### src/rtl/uf_union_engine.sv
// Union stage of the union-find decoder: resolves both roots through the find engine and links them.
// Define UF_UNION_SIZE_EN for union-by-size; otherwise the smaller root wins and only the parent entry is written.
module uf_union_engine #(
    parameter int               WIDTH     = 32,
    parameter logic [WIDTH-1:0] SIZE_BASE = WIDTH'(32'h0000_1000)
) (
    input  logic             clk,
    input  logic             rst,
    input  logic             start,
    input  logic [WIDTH-1:0] node_a,
    input  logic [WIDTH-1:0] node_b,
    output logic             done,
    output logic             busy,
    output logic             merged,
    output logic [WIDTH-1:0] new_root,
    output logic             find_start,
    output logic [WIDTH-1:0] find_node,
    input  logic [WIDTH-1:0] find_root,
    input  logic             find_done,
    output logic             mem_rd_en,
    output logic             mem_wr_en,
    output logic [WIDTH-1:0] mem_addr,
    output logic [WIDTH-1:0] mem_wdata,
    input  logic [WIDTH-1:0] mem_rdata,
    input  logic             mem_ready
);
    // state   | meaning
    // IDLE    | waiting for start
    // FA_*    | find request / wait for root of node a
    // FB_*    | find request / wait for root of node b
    // CMP     | same root -> DONE, else begin linking
    // SA_*    | read size of root a
    // SB_*    | read size of root b
    // LINK    | pick winner/loser, issue parent write
    // WP_*    | parent[loser] = winner
    // WS_*    | size[winner] = saturated sum
    // DONE    | done pulse, back to IDLE
    typedef enum logic [3:0] {
        IDLE, FA_REQ, FA_WAIT, FB_REQ, FB_WAIT, CMP,
        SA_REQ, SA_WAIT, SB_REQ, SB_WAIT, LINK,
        WP_REQ, WP_WAIT, WS_REQ, WS_WAIT, DONE
    } state_t;

    state_t           state;
    logic [WIDTH-1:0] node_b_q;
    logic [WIDTH-1:0] root_a;
    logic [WIDTH-1:0] root_b;
    logic             a_wins;
    logic [WIDTH-1:0] winner;
    logic [WIDTH-1:0] loser;

`ifdef UF_UNION_SIZE_EN
    logic [WIDTH-1:0] size_a;
    logic [WIDTH-1:0] size_b;
    logic [WIDTH:0]   size_sum;
    logic [WIDTH-1:0] size_sat;

    assign a_wins   = (size_a >= size_b);
    assign size_sum = {1'b0, size_a} + {1'b0, size_b};
    assign size_sat = size_sum[WIDTH] ? '1 : size_sum[WIDTH-1:0];
`else
    logic unused_cfg;

    // Roots differ whenever LINK is reached, so <= only ever resolves a strict ordering.
    assign a_wins     = (root_a <= root_b);
    assign unused_cfg = ^{mem_rdata, SIZE_BASE};
`endif

    assign winner = a_wins ? root_a : root_b;
    assign loser  = a_wins ? root_b : root_a;

    always_ff @(posedge clk) begin
        if (rst) begin
            state      <= IDLE;
            node_b_q   <= '0;
            root_a     <= '0;
            root_b     <= '0;
            done       <= 1'b0;
            busy       <= 1'b0;
            merged     <= 1'b0;
            new_root   <= '0;
            find_start <= 1'b0;
            find_node  <= '0;
            mem_rd_en  <= 1'b0;
            mem_wr_en  <= 1'b0;
            mem_addr   <= '0;
            mem_wdata  <= '0;
`ifdef UF_UNION_SIZE_EN
            size_a     <= '0;
            size_b     <= '0;
`endif
        end else begin
            find_start <= 1'b0;
            mem_rd_en  <= 1'b0;
            mem_wr_en  <= 1'b0;
            done       <= 1'b0;
            case (state)
                IDLE: if (start) begin
                    node_b_q   <= node_b;
                    find_node  <= node_a;
                    find_start <= 1'b1;
                    busy       <= 1'b1;
                    state      <= FA_REQ;
                end
                FA_REQ: state <= FA_WAIT;
                FA_WAIT: if (find_done) begin
                    root_a     <= find_root;
                    find_node  <= node_b_q;
                    find_start <= 1'b1;
                    state      <= FB_REQ;
                end
                FB_REQ: state <= FB_WAIT;
                FB_WAIT: if (find_done) begin
                    root_b <= find_root;
                    state  <= CMP;
                end
                CMP: begin
                    if (root_a == root_b) begin
                        merged   <= 1'b0;
                        new_root <= root_a;
                        done     <= 1'b1;
                        state    <= DONE;
                    end else begin
`ifdef UF_UNION_SIZE_EN
                        mem_rd_en <= 1'b1;
                        mem_addr  <= SIZE_BASE + root_a;
                        state     <= SA_REQ;
`else
                        state     <= LINK;
`endif
                    end
                end
`ifdef UF_UNION_SIZE_EN
                SA_REQ: state <= SA_WAIT;
                SA_WAIT: if (mem_ready) begin
                    size_a    <= mem_rdata;
                    mem_rd_en <= 1'b1;
                    mem_addr  <= SIZE_BASE + root_b;
                    state     <= SB_REQ;
                end
                SB_REQ: state <= SB_WAIT;
                SB_WAIT: if (mem_ready) begin
                    size_b <= mem_rdata;
                    state  <= LINK;
                end
`endif
                LINK: begin
                    mem_wr_en <= 1'b1;
                    mem_addr  <= loser;
                    mem_wdata <= winner;
                    new_root  <= winner;
                    merged    <= 1'b1;
                    state     <= WP_REQ;
                end
                WP_REQ: state <= WP_WAIT;
                WP_WAIT: if (mem_ready) begin
`ifdef UF_UNION_SIZE_EN
                    mem_wr_en <= 1'b1;
                    mem_addr  <= SIZE_BASE + new_root;
                    mem_wdata <= size_sat;
                    state     <= WS_REQ;
`else
                    done      <= 1'b1;
                    state     <= DONE;
`endif
                end
`ifdef UF_UNION_SIZE_EN
                WS_REQ: state <= WS_WAIT;
                WS_WAIT: if (mem_ready) begin
                    done  <= 1'b1;
                    state <= DONE;
                end
`endif
                DONE: begin
                    busy  <= 1'b0;
                    state <= IDLE;
                end
                default: state <= IDLE;
            endcase
        end
    end
endmodule

### config.mk
export PLATFORM = sky130hd
export DESIGN_NAME = uf_union_engine
export DESIGN_NICKNAME = d
export VERILOG_FILES = /design/src/rtl/uf_union_engine.sv
export SDC_FILE = /design/constraint.sdc
export NUM_CORES = 1
export LEC_CHECK = 0
export CAP_MARGIN = 30
export CORE_AREA = 4 4 171 173
export CTS_CLUSTER_SIZE = 24
export DETAILED_ROUTE_END_ITERATION = 8
export DIE_AREA = 0 0 175 177
export GPL_TIMING_DRIVEN = 0
export HOLD_SLACK_MARGIN = 0.12
export PLACE_DENSITY = 0.63
export SLEW_MARGIN = 10
export SYNTH_ARGS = -nofsm -noshare
export SYNTH_HDL_FRONTEND = slang
export SYNTH_SLANG_ARGS = --single-unit
### constraint.sdc
create_clock -name clk -period 3.2 [get_ports clk]
set_clock_uncertainty 0.2 [all_clocks]
set_input_delay 0.96 -clock clk [delete_from_list [all_inputs] [get_ports clk]]
set_output_delay 0.96 -clock clk [all_outputs]
set_load 0.02 [all_outputs]
Word level (Yosys, flattened, before mapping) --
Index checks and enable logic that the tools add are counted.
Word-level totals: register bits 233, bits of input ports 133, output and inout port bits 134, logic and storage cells 64
Operators by class: order comparisons 1, equality and inequality tests 15, muxes and demuxes 24, reductions and logical operators 11
Operator list (count):
- 32-bit two-way mux | 5
- 32-bit one-hot mux with 2 select lines | 2
- 4-bit one-hot mux with 9 select lines | 1
- 32-bit == test | 1
- 32-bit <= comparator | 1
- 4-bit == test, second input constant | 4
- 4-bit two-way mux | 4
- 2-bit inequality test, second input constant | 5
- 2-bit AND reduction | 5
- 4-bit by 2-bit == test with 1-bit output, second input constant | 2
- 4-bit by 3-bit == test with 1-bit output, second input constant | 2
- 1-bit one-hot mux with 2 select lines | 4
- 1-bit two-way mux | 7
- 2-bit nonzero test | 3
- 4-bit by 1-bit == test with 1-bit output, second input constant | 1
- 4-bit zero test | 1
- 4-bit AND reduction | 1
- 3-bit two-way mux | 1
- 3-bit AND reduction | 1

Longest topological paths before layout --
Gate-level depths: netlist (run 1).
word-level depth 3, gate-level depth with buffers 10, mapped depth without buffers 8

Worst setup path after synthesis (run 1) --
OpenSTA, ideal clock, no wires.
kind register to register, from register root_b[30], to register mem_addr[0], library setup time 0.103 ns, arrival time 2.242 ns, data required time 2.897 ns, path slack 0.655 ns, stages on the path, launching flop included 11, path buffers 2, period minus slack after synthesis 2.545 ns, cells stage by stage dfxtp_1 inv_1 ha_1 nand4_4 nor4_4 and2_1 a21oi_1 or2_1 buf_6 buf_6 a2111oi_2
Between the ends: longest elaborated chain between the ends 2
Ends and longest elaborated chain:
- start, declared | line 47 | logic [WIDTH-1:0] root_b;
- start signal, assigned | line 114 | root_b <= find_root;
- 32-bit <= comparator | line 65 | assign a_wins = (root_a <= root_b);
- 32-bit two-way mux | line 70 | assign loser = a_wins ? root_b : root_a;
- end signal, assigned | line 149 | mem_addr <= loser;
- end, declared | line 22 | output logic [WIDTH-1:0] mem_addr,
No other way between the ends. A chain may end at the register's enable or synchronous reset.

Worst setup path in the final report (run 1) --
from register root_b[15], to register mem_wdata[15]
Between the ends: longest elaborated chain between the ends 2
Ends and longest elaborated chain:
- 32-bit <= comparator | line 65
- 32-bit two-way mux * | line 69 | assign winner = a_wins ? root_a : root_b;
- end signal, assigned | line 150 | mem_wdata <= winner;
- end, declared | line 23 | output logic [WIDTH-1:0] mem_wdata,
Every way passes the cells marked *; elsewhere a longest branch is shown, timed or not.

==> impl_metrics.env, run 1 <==
export IMPL_synth_flop_cell="dfxtp_1"
export IMPL_antenna_found_initial=2
export IMPL_synth_edff_count=0
export IMPL_setup_violations=0
export IMPL_detail_route_antenna_nets=0
export IMPL_synth_top_area_cell="dfxtp_1"
export IMPL_start_kind="register"
export IMPL_critPathMaxFanout=10
export IMPL_rows=61
export IMPL_drt_iter0_drc=868
export IMPL_die_area_mm2=0.0310
export IMPL_drt_wl_total_um=38000
export IMPL_grt_max_degree=14
export IMPL_place_congestion=0.900
export IMPL_busiest_layer="met2"
export IMPL_dp_cells=1902
export IMPL_cts_root_buf="clkbuf_16"
export IMPL_vias=10700
export IMPL_arrival_ns=3.34
export IMPL_route_detailed_wl_per_inst_um=19.5
export IMPL_hold_viol=0
export IMPL_nets=1723
export IMPL_grtUsageTotal_pct=23.5
export IMPL_tightest_slew_ns=0.882
export IMPL_cp_required_ns=3.42
export IMPL_rsz0062_at_grt="true"
export IMPL_die_w_um=175
export IMPL_start_util_pct=39.5
export IMPL_power_density_mw_per_mm2=732
export IMPL_crit_type="reg -> reg"
export IMPL_clkSinkCount=233
export IMPL_critPathMaxStageDelay_ns=0.48
export IMPL_yosysUniqueCellTypes=46
export IMPL_pre_cts_slack_ns=-0.332
export IMPL_grt_pass1_vias=10600
export IMPL_syn_cell_area_mm2=0.0109
export IMPL_met2_usage_pct=39.7
export IMPL_path_cells="inv_1 -> ha_1 -> nand4_1 -> a2111o_1 -> a31oi_1 -> clkbuf_4 -> buf_2 -> nor4_2 -> a2111oi_2"
export IMPL_yosys_warnings=0
export IMPL_synthArstFlopShare_pct=0
export IMPL_cts_buffers=27
export IMPL_grt_pass1_wl_um=59000
export IMPL_final_cells=1953
export IMPL_grt_ovfl_total=0
export IMPL_seq_area_frac_synth_pct=42.7
export IMPL_synth_seq_cells=233
export IMPL_synth_avg_cell_area_um2=8.45
export IMPL_end_kind="register"
export IMPL_first_pass_iters=6
export IMPL_hpwlAfterDp_um=27600
export IMPL_fmax_mhz=320
export IMPL_clk_latency_ns=0.54
export IMPL_drc_errors=0
export IMPL_synthToLayoutAreaGrowth_pct=35.2
export IMPL_clockBufferDepth=3
export IMPL_vias_per_cell=5.49
export IMPL_use_met3_pct=5.87
export IMPL_cts_tree="yes"
export IMPL_status="complete, no violations"
export IMPL_antenna_diode_count=0
export IMPL_hp_class="reg -> reg"
export IMPL_ys_top_cells_by_area="dfxtp_1 43%, nand2_1 9.2%, a2111oi_2 8.2%"
export IMPL_htreeDepth=1
export IMPL_max_slew_margin_rel_pct=41.2
export IMPL_met1_usage_pct=30.1
export IMPL_setup_ws_ns=0.0768
export IMPL_p_leak_uw=0.00507
export IMPL_drive_above_1_share_pct=13.4
export IMPL_holdBufCountCts=0
export IMPL_cap_viol_max_count=0
export IMPL_synthesis_nets=1457
export IMPL_fillers=2654
export IMPL_period_share_pct=97.6
export IMPL_finalCriticalPeriod_ns=3.12
export IMPL_irDropWorstVdd_mv=0.701
export IMPL_fp_dieH_um=177
export IMPL_ios=267
export IMPL_port_buffer_count=232
export IMPL_slew_viol_final=0
export IMPL_slowest_stage="a2111o_1"
export IMPL_synth_cells=1292
export IMPL_core_area_mm2=0.0276
export IMPL_synth_top_area_share_pct=42.7
export IMPL_clk_pin_slew_ns=0.06
==> logic make-up (layout without fill, tap and decap cells) <==
kind of cell,count (synthesis),in the layout,synth area share [%]
compound gates,272,272,21.5
mux,32,32,2.93
flops,233,233,42.7
other cells,1,1,0.0343
simple gates,570,570,22.9
fa+ha+maj,32,32,3.67
buf+inv,152,435,6.20
==> metrics by stage <==
stage / TNS (ns) / instance area (um^2) / hold slack (ns) / total power [uW] / utilization, %
floorplan: 0 / 10900 / 0.236 / 6240 / -
global placement: -7.25 / 13700 / 0.241 / 7610 / 49.6
detailed placement: -8.72 / 13700 / 0.246 / 7640 / 49.6
CTS: 0 / 14600 / 0.255 / 10600 / 52.9
global route: -0.210 / 14800 / 0.269 / 11300 / 53.4
finish: 0 / 14800 / 0.253 / 10800 / 53.4
==> flip-flops by register name, summed over array words and instances (netlist names) <==
register	count
busy	1
root_b	32
merged	1
new_root	32
mem_addr	32
root_a	32
mem_wr_en	1
mem_wdata	32
node_b_q	32
done	1
state	4
find_node	32
find_start	1
==> final timing paths <==
path	startpoint	end	slack [ns]	cells past startpoint
max reg2reg	root_b[15]	mem_wdata[15]	0.08	9
max	root_b[15]	mem_wdata[15]	0.08	9
min	node_b_q[17]	node_b_q[17]	0.25	2
min reg2reg	node_b_q[17]	node_b_q[17]	0.25	2
==> cells in the mapped netlist, drive strengths merged, types with 2 or more instances <==
cell type	n
nand2	268
dfxtp	233
nor2	169
a21oi	122
clkbuf	83
nor4	66
a2111oi	64
nand4	41
inv	35
buf	34
a211oi	33
o211ai	33
ha	32
mux2i	32
o21ai	7
nand3	5
nor2b	5
and2	4
nand2b	4
nor3	3
a221oi	2
a31oi	2
and3	2
nor3b	2
==> final cells by class <==
cell class,instances,area [um^2],area share (%)
buffer,117,563,3.81
clock buffer,36,759,5.14
clock inverter,10,78.8,0.534
inverter,35,131,0.890
multi-input combinational,907,5730,38.8
sequential,233,4670,31.6
tap,378,473,3.20
timing repair buffer,237,2360,16.0
==> worst max-delay path: cells and delay by family (launching register included) <==
kind                     cells  cell delay, ns
AND/OR/NAND/NOR              2            0.32
adder cells (fa/ha/maj)      1            0.32
buffers and inverters        3            0.61
AO/OA/AOI/OAI                3            1.11
flip-flops                   1            0.44
==> cells in the final DEF (no fill, tap or decap), types with 6 or more instances in the layout <==
cell	instances
a21oi_1	121
clkbuf_2	6
nand4_1	40
nor4_1	44
nand2_1	268
buf_2	18
dfxtp_1	228
o211ai_2	30
mux2i_1	32
buf_6	10
clkbuf_1	80
clkbuf_16	27
o21ai_0	7
a2111oi_2	60
nor2_1	169
inv_1	35
ha_1	32
nor4_2	20
clkdlybuf4s50_1	232
clkinv_2	8
a211oi_1	33
buf_4	7
==> what timing repair did <==
action | CTS | global route
endpoints found under the setup margin | 68 | 91
buffers inserted | 3 | 2
gates resized for setup | 11 | 34
hold endpoints to repair | 0 | 0
cloned | 0 | 0
pin swaps | 2 | 3
==> metal layers <==
metal	share of wire, %	up-vias
li1	-	5103
met1	42	5043
met2	47	487
met3	9.1	79
met4	2.6	4
met5	0.068	-
==> power breakdown <==
| group | leakage [uW] | total, uW | internal, uW | switching (uW) |
|---|---|---|---|---|
| sequential | 0.00189 | 3430 | 3190 | 234 |
| clock | 0.000423 | 2960 | 1730 | 1230 |
| combinational | 0.00275 | 4420 | 1500 | 2920 |
No activity file was read; power rests on OpenSTA's default activity.
==> run 2: changes to the inputs <==
--- a/config.mk
+++ b/config.mk
@@ -12,8 +12,9 @@
 export DIE_AREA = 0 0 175 177
 export GPL_TIMING_DRIVEN = 0
 export HOLD_SLACK_MARGIN = 0.12
-export PLACE_DENSITY = 0.63
+export PLACE_DENSITY = 0.68
 export SLEW_MARGIN = 10
 export SYNTH_ARGS = -nofsm -noshare
 export SYNTH_HDL_FRONTEND = slang
 export SYNTH_SLANG_ARGS = --single-unit
+export TNS_END_PERCENT = 5
==> impl_metrics.env, run 2 (synthesis results as in run 1) <==
export IMPL_status="complete, no violations"
export IMPL_grtUsageTotal_pct=23.1
export IMPL_period_share_pct=96.4
export IMPL_cts_buffers=27
export IMPL_die_area_mm2=0.0310
export IMPL_die_w_um=175
export IMPL_cp_required_ns=3.41
export IMPL_min_to="node_b_q[3]"
export IMPL_fmax_mhz=324
export IMPL_holdBufCountCts=0
export IMPL_rows=61
export IMPL_grt_pass1_vias=10600
export IMPL_grt_ovfl_total=0
export IMPL_dp_cells=1902
export IMPL_place_congestion=0.918
export IMPL_grt_pass1_wl_um=58400
export IMPL_nets=1725
export IMPL_hold_viol=0
export IMPL_first_pass_iters=5
export IMPL_p_leak_uw=0.00510
export IMPL_clkSinkCount=233
export IMPL_drt_iter0_drc=958
export IMPL_tightest_slew_ns=0.870
export IMPL_slew_viol_final=0
export IMPL_total_power_uw=11000
export IMPL_irDropWorstVdd_mv=0.434
export IMPL_arrival_ns=3.30
export IMPL_drive_above_1_share_pct=13.4
export IMPL_antenna_found_initial=2
export IMPL_drt_wl_total_um=37600
export IMPL_rr_startpoint="root_b[15]"
export IMPL_rr_endpoint="mem_wdata[6]"
export IMPL_rsz0062_at_grt="true"
export IMPL_clk_latency_ns=0.53
export IMPL_worstHoldStart="node_b_q[3]"
export IMPL_clockBufferDepth=3
export IMPL_vias_per_cell=5.53
export IMPL_holdWs_ns=0.252
export IMPL_htreeDepth=1
export IMPL_grt_max_degree=13
export IMPL_cap_viol_max_count=0
export IMPL_vias=10800
export IMPL_mostFrequentLayoutCells="268 x nand2_1, 232 x clkdlybuf4s50_1, 226 x dfxtp_1, 169 x nor2_1, 121 x a21oi_1"
export IMPL_tns_ns=0
export IMPL_power_density_mw_per_mm2=742
export IMPL_synthToLayoutAreaGrowth_pct=36.0
export IMPL_end_kind="register"
export IMPL_setup_violations=0
export IMPL_cts_root_buf="clkbuf_16"
export IMPL_detail_route_antenna_nets=0
export IMPL_port_buffer_count=232
export IMPL_r2r_slack_ns=0.11
export IMPL_clk_pin_slew_ns=0.06
export IMPL_hpwlAfterDp_um=27700
export IMPL_fp_dieH_um=177
export IMPL_start_kind="register"
export IMPL_r2r_cells=9
export IMPL_final_cells=1957
export IMPL_critPathMaxFanout=10
export IMPL_antenna_diode_count=0
export IMPL_final_common_cell="nand2_1"
export IMPL_final_util_pct=53.8
export IMPL_cts_tree="yes"
export IMPL_max_slew_margin_rel_pct=42.0
export IMPL_core_area_mm2=0.0276
export IMPL_whs_path_depth=2
export IMPL_route_detailed_wl_per_inst_um=19.2
export IMPL_hp_class="reg -> reg"
export IMPL_start_util_pct=39.5
export IMPL_finalCriticalPeriod_ns=3.09
export IMPL_ios=267
export IMPL_drc_errors=0
export IMPL_crit_type="reg -> reg"
-- run 2: area by class of cell --
type	count	area [um^2]
multi-input combinational	907	5700
tap	378	473
sequential	233	4670
buffer	117	583
clock inverter	8	98.8
fill	2626	12800
clock buffer	40	805
timing repair buffer	239	2380
inverter	35	131
-- run 2: repair_timing --
item	CTS	global route
gates cloned	0	0
buffers inserted	2	4
gates resized for setup	7	47
setup endpoints to repair	65	92
pin swaps	3	4
-- run 2: per-layer routing --
metal | wire length (um) | track usage (%)
met1 | 15200 | 29.1
met2 | 17300 | 38.5
met3 | 4060 | 7.03
met4 | 1060 | 6.94
met5 | 31 | 0
-- run 2: stage by stage --
stage	instance area, um^2	worst slack (ns)
detailed placement	13700	-0.329
global placement	13700	-0.230
floorplan	10900	0.655
finish	14900	0.114
global route	14900	-0.0797
CTS	14700	0.00308
-- run 2: worst max-delay path: stages (launching register included) --
cell	delay [ns]
dfxtp_1	0.43
inv_1	0.07
ha_1	0.32
nand4_1	0.25
a2111o_1	0.49
a31oi_1	0.19
buf_2	0.27
clkbuf_4	0.30
nor4_1	0.08
a2111oi_2	0.36
-- run 2: worst max-delay path by stage --
stage / startpoint / endpoint / depth (start not counted)
after detailed placement: root_b[15] / new_root[7] / 9
final: root_b[15] / mem_wdata[6] / 9
after CTS: root_b[23] / mem_wdata[26] / 10
after global placement: root_b[15] / new_root[0] / 9
after global routing: root_b[27] / mem_wdata[30] / 10
after floorplan: root_b[30] / mem_addr[0] / 10
-- run 2: where the power goes --
part | switching, uW | internal [uW]
logic | 2910 | 1550
registers | 227 | 3190
clock network | 1250 | 1890
total | 4380 | 6640
